**src/rtl/flag_cond_unit_pkg.sv**
```systemverilog
// Shared constants for the flag/condition unit: condition codes, flag bit
// positions inside the {Z,V,N} vector and the common flag write masks.
package flag_cond_unit_pkg;

  localparam int unsigned RES_W = 16;
  localparam int unsigned NFLAG = 3;

  localparam logic [2:0] CC_NEQ    = 3'b000;
  localparam logic [2:0] CC_EQ     = 3'b001;
  localparam logic [2:0] CC_GT     = 3'b010;
  localparam logic [2:0] CC_LT     = 3'b011;
  localparam logic [2:0] CC_GTE    = 3'b100;
  localparam logic [2:0] CC_LTE    = 3'b101;
  localparam logic [2:0] CC_OVF    = 3'b110;
  localparam logic [2:0] CC_UNCOND = 3'b111;

  localparam int unsigned FLAG_Z = 2;
  localparam int unsigned FLAG_V = 1;
  localparam int unsigned FLAG_N = 0;

  localparam logic [2:0] FM_ALL = 3'b111;
  localparam logic [2:0] FM_Z   = 3'b100;

endpackage

```
**src/rtl/flag_cond_unit_cond_eval.sv**
```systemverilog
// Branch condition evaluator: maps a condition code and Z/V/N to taken.
// Purely combinational so the branch predictor check can share it.
module cond_eval
  import flag_cond_unit_pkg::*;
(
  input  logic [2:0] ccc,
  input  logic       z,
  input  logic       v,
  input  logic       n,
  output logic       taken
);

  always_comb begin
    taken = 1'b0;
    unique case (ccc)
      CC_NEQ:    taken = ~z;
      CC_EQ:     taken = z;
      CC_GT:     taken = ~z & ~n;
      CC_LT:     taken = n;
      CC_GTE:    taken = z | (~z & ~n);
      CC_LTE:    taken = n | z;
      CC_OVF:    taken = v;
      CC_UNCOND: taken = 1'b1;
    endcase
  end

endmodule

```
**src/rtl/flag_cond_unit.sv**
```systemverilog
// Architectural flag register, in-flight flag-writer count and the
// branch resolution handshake with same-cycle bypass from EX.
module flag_cond_unit
  import flag_cond_unit_pkg::*;
#(
  parameter int unsigned DEPTH = 3,
  parameter int unsigned CNT_W = 2
) (
  input  logic             clk,
  input  logic             rst,
  input  logic             issue_fw,
  input  logic             flag_wr_en,
  input  logic [2:0]       flag_mask,
  input  logic [RES_W-1:0] alu_result,
  input  logic             alu_v,
  input  logic             alu_n,
  input  logic             flush,
  input  logic [CNT_W-1:0] flush_fw_cnt,
  input  logic             br_valid,
  input  logic [2:0]       br_ccc,
  output logic             br_ready,
  output logic             br_done,
  output logic             br_taken,
  output logic             z_flag,
  output logic             v_flag,
  output logic             n_flag,
  output logic             pend_err
);

  // Two guard bits cover both DEPTH+1 and the worst-case negative sum.
  localparam int unsigned SUM_W = CNT_W + 2;

  logic [NFLAG-1:0]        flags_q, flags_d, cap_flags, eff_flags;
  logic [CNT_W-1:0]        pend_q, pend_d;
  logic                    err_q, err_d;
  logic                    done_q, done_d;
  logic                    taken_q, taken_d;
  logic signed [SUM_W-1:0] pend_sum;
  logic                    accept;
  logic                    cond_taken;

  always_comb begin
    cap_flags         = '0;
    cap_flags[FLAG_Z] = (alu_result == '0);
    cap_flags[FLAG_V] = alu_v;
    cap_flags[FLAG_N] = alu_n;
    for (int i = 0; i < int'(NFLAG); i++) begin
      eff_flags[i] = (flag_wr_en & flag_mask[i]) ? cap_flags[i] : flags_q[i];
    end
    flags_d = eff_flags;
  end

  // Single-step net update so simultaneous issue/retire cancel before clamping.
  always_comb begin
    pend_sum = $signed(SUM_W'(pend_q)) + $signed(SUM_W'(issue_fw))
             - $signed(SUM_W'(flag_wr_en))
             - $signed(SUM_W'(flush ? flush_fw_cnt : '0));
    pend_d = '0;
    err_d  = err_q;
    if (pend_sum > $signed(SUM_W'(DEPTH))) begin
      pend_d = CNT_W'(DEPTH);
      err_d  = 1'b1;
    end else if (pend_sum < $signed(SUM_W'(0))) begin
      pend_d = '0;
      err_d  = 1'b1;
    end else begin
      pend_d = CNT_W'(pend_sum);
    end
  end

  assign br_ready = (pend_q == '0) |
                    ((pend_q == CNT_W'(1)) & flag_wr_en & ~issue_fw);
  assign accept   = br_valid & br_ready & ~flush;

  cond_eval u_cond_eval (
    .ccc   (br_ccc),
    .z     (eff_flags[FLAG_Z]),
    .v     (eff_flags[FLAG_V]),
    .n     (eff_flags[FLAG_N]),
    .taken (cond_taken)
  );

  always_comb begin
    done_d  = accept;
    taken_d = accept ? cond_taken : taken_q;
  end

  always_ff @(posedge clk or posedge rst) begin
    if (rst) begin
      flags_q <= '0;
      pend_q  <= '0;
      err_q   <= 1'b0;
      done_q  <= 1'b0;
      taken_q <= 1'b0;
    end else begin
      flags_q <= flags_d;
      pend_q  <= pend_d;
      err_q   <= err_d;
      done_q  <= done_d;
      taken_q <= taken_d;
    end
  end

  assign z_flag   = flags_q[FLAG_Z];
  assign v_flag   = flags_q[FLAG_V];
  assign n_flag   = flags_q[FLAG_N];
  assign pend_err = err_q;
  assign br_done  = done_q;
  assign br_taken = taken_q;

endmodule

```
**config.mk**
```make
export PLATFORM = sky130hd
export DESIGN_NAME = flag_cond_unit
export DESIGN_NICKNAME = d
export VERILOG_FILES = /design/src/rtl/flag_cond_unit_pkg.sv /design/src/rtl/flag_cond_unit_cond_eval.sv /design/src/rtl/flag_cond_unit.sv
export SDC_FILE = /design/constraint.sdc
export NUM_CORES = 1
export LEC_CHECK = 0
export ABC_AREA = 1
export BUFFER_PORTS_ARGS = -buffer_cell sky130_fd_sc_hd__clkbuf_2
export CAP_MARGIN = 20
export CORE_UTILIZATION = 36
export CTS_BUF_LIST = sky130_fd_sc_hd__clkbuf_16
export DETAILED_ROUTE_END_ITERATION = 8
export GPL_TIMING_DRIVEN = 0
export MAX_ROUTING_LAYER = met4
export PLACE_DENSITY = 0.71
export SETUP_SLACK_MARGIN = 0.1
export SKIP_CTS_REPAIR_TIMING = 1
export SLEW_MARGIN = 10
export SYNTH_ARGS = -nofsm -noshare
export SYNTH_HDL_FRONTEND = slang
export SYNTH_HIERARCHICAL = 1
export SYNTH_SLANG_ARGS = --single-unit
```
**constraint.sdc**
```tcl
create_clock -name clk -period 1.7 [get_ports clk]
set_clock_uncertainty 0.15 [all_clocks]
set_input_delay 0.085 -clock clk [delete_from_list [all_inputs] [get_ports clk]]
set_output_delay 0.085 -clock clk [all_outputs]
set_load 0.005 [all_outputs]
```
==> run summary <==
Sequential element share of the synthesized area - 0.3486
Via density - 4.489
Unrepaired setup endpoints after global routing - yes
Final setup viols - 0
First-pass GRT wire length - 2.049 mm
Period utilisation layout - 0.9788
PD cells - 1072 nW/um^2
Vert. Die Dim - 41.94 um
Initial Util - 0.3812
Hpwl dp - 1.082 mm
# DRC - 0
Width of the die - 41.94 um
Synth area leader - dfrtp_1
H-tree depth - 1
Dpl ws - -297.5 ps
Max stage delay on crit path - 500 ps
VDD IR max - 0.6745 mV
Total wire length - 1.316 mm
Most frequent cells after synthesis - 19 x nand2_1, 18 x nor2_1, 15 x inv_1
Most instantiated library cell after synthesis - nand2_1
ANT cells - 0
Run status - finished with violations
Syn Area/Cell - 7.090 um^2
Avg WL per Cell - 9.333 um
Layout cells sized above 1 - 0.4320
Syn Inst Count - 81
Pre-antenna DRT Iters - 4
Seq. cell area - 200.2 um^2
Largest net degree at the start of global routing - 9
Tmin final - 1664 ps
# IOs - 39
Final ANT Viol Nets - 0
Total track usage - 0.1645
CTS tree - built
Crit path required time - 1670 ps
Ys flop type - dfrtp_1
DRT iter0 DRCs - 5
Placed insts - 135
Async SR Flop Fraction - 1.000
Final WS setup - 36.06 ps
Post-synth EDFFs - 0
CP Launch Type - register
Fin cells - 141
Cell Chain, Critical Path - fa_1, ha_2, inv_2, ha_4, nand2_2
Clock sink count - 8
Cell variety after synth - 16
Achievable frequency - 601.0 MHz
DP Area - 789.5 um^2
Initial antenna violation count - 0
Endpoint class of the critical path - register
Yosys warns - 6
Hold slack - -18.41 ps
Max_cap viols - 0
Total CTS buffers - 3
Yosys top cell area share - 0.3486
Crit-path slowest cell - fa_1
Worst-Skew Late Latency - 230 ps
Leakage - 0.5394 nW
Fin area - 924.6 um^2
Synth Register Bits - 8
Core ar. - 1506 um^2
# nets final - 165
Area Overhead vs Synth - 61.00%
Min-delay worst type - in2reg
CP Data Arrival Time - 1630 ps
DIE AREA - 1759 um^2
Clock-pin slew on the worst setup and hold paths - 40 ps
Area contributors post-synth - dfrtp_1 35%, nand2_1 12%, nor2_1 12%
Syn Nets - 119
Failing checks - hold timing
Via count - 633
Synthesized cell area - 574.3 um^2
Fin Setup TNS - 0 ps
Measured slew at the worst slew-check pin - 286.6 ps
IO buf count - 38
Slew headroom - 0.8087
Final Hold Vio Count - 1
Clk buf depth - 2
Vias in the first global route - 554
Final GP Congestion - 0.6678
Setup CP Type - reg2reg
CTS root buf - clkbuf_16
Worst Path Max Fanout - 2
# rows - 14
Max-slew violations - 0
Gr ovfl total - 0
Multi-input gate area - 340.3 um^2
Fill count - 153
-- through the flow --
| stage | hold WS (ps) | util | power (mW) |
|---|---|---|---|
| 6_report | -18.41 | 0.6138 | 0.9910 |
| 5_1_grt | 8.669 | 0.6138 | 1.073 |
| 4_1_cts | -365.5 | 0.5739 | 0.9520 |
| 3_5_place_dp | -130.3 | 0.5241 | 0.5591 |
| 3_3_place_gp | -133.4 | 0.5241 | 0.5466 |
| 2_1_floorplan | -249.3 | - | 0.4399 |
-- flip-flops by register name, indices dropped and copies added, names as in the netlist --
| signal | cells |
|---|---|
| pend_q | 2 |
| pend_err | 1 |
| br_done | 1 |
| flags_q | 3 |
| br_taken | 1 |
-- cell type report --
type	count	area share
multi-input combinational	56	0.3681
tap	16	0.02165
sequential	8	0.2165
inverter	17	0.06901
clock buffer	3	0.08119
timing repair buffer	41	0.2436
-- path summary, 6_finish.rpt --
path | depth (start not counted) | startpoint | slack [ps] | endpoint
max | 5 | pend_q[1] | 40 | pend_err
min | 2 | flag_wr_en | -20 | flags_q[1]
max reg2reg | 5 | pend_q[1] | 40 | pend_err
min reg2reg | 2 | pend_err | 330 | pend_err
max in group asynchronous | 3 | rst | 1000 | pend_q[0]
min in group asynchronous | 3 | rst | 180 | flags_q[1]
-- cell usage in the layout (no fill, tap or decap) --
| cell type | netlist | routed |
|---|---|---|
| a21oi_1 | 2 | 2 |
| a31oi_1 | 2 | 2 |
| and2_0 | 1 | 1 |
| buf_4 | 0 | 2 |
| clkbuf_16 | 0 | 3 |
| clkbuf_2 | 0 | 36 |
| dfrtp_1 | 8 | 8 |
| dlygate4sd3_1 | 0 | 3 |
| fa_1 | 2 | 1 |
| fa_2 | 0 | 1 |
| ha_1 | 4 | 2 |
| ha_2 | 0 | 1 |
| ha_4 | 0 | 1 |
| inv_1 | 15 | 13 |
| inv_2 | 2 | 4 |
| nand2_1 | 19 | 17 |
| nand2_2 | 0 | 2 |
| nand3_1 | 1 | 1 |
| nand3_2 | 1 | 1 |
| nand3b_1 | 1 | 1 |
| nand4_1 | 1 | 1 |
| nor2_1 | 18 | 18 |
| o21ai_0 | 3 | 1 |
| o21ai_2 | 1 | 3 |
-- worst max-delay path, delay by kind of cell, from the launching register on --
family / cells / cell delay (ps)
flops: 1 / 390
buf+inv: 1 / 50
fa+ha+maj: 3 / 930
simple gates: 1 / 30
-- cells by family (layout without fill, tap and decap cells) --
| kind of cell | Yosys count | after routing | synth area share |
|---|---|---|---|
| flops | 8 | 8 | 0.3486 |
| compound gates | 8 | 8 | 0.08060 |
| fa+ha+maj | 6 | 6 | 0.1569 |
| buf+inv | 17 | 61 | 0.1111 |
| simple gates | 42 | 42 | 0.3028 |
-- power breakdown --
group	leakage, nW	switching [mW]	internal (mW)	total (mW)
sequential	0.0953	0.0276	0.237	0.265
clock	0.0370	0.0832	0.302	0.386
combinational	0.407	0.171	0.170	0.341
-- layer usage --
| layer | global-route usage | part of all wire | vias to the layer above |
|---|---|---|---|
| met4 | 0.07742 | 0.0091 | 0 |
| met5 | - | 0 | - |
| met2 | 0.2719 | 0.50 | 28 |
| met1 | 0.1699 | 0.40 | 267 |
| li1 | - | - | 336 |
| met3 | 0.06522 | 0.083 | 2 |
No activity file was read; power rests on OpenSTA's default activity.
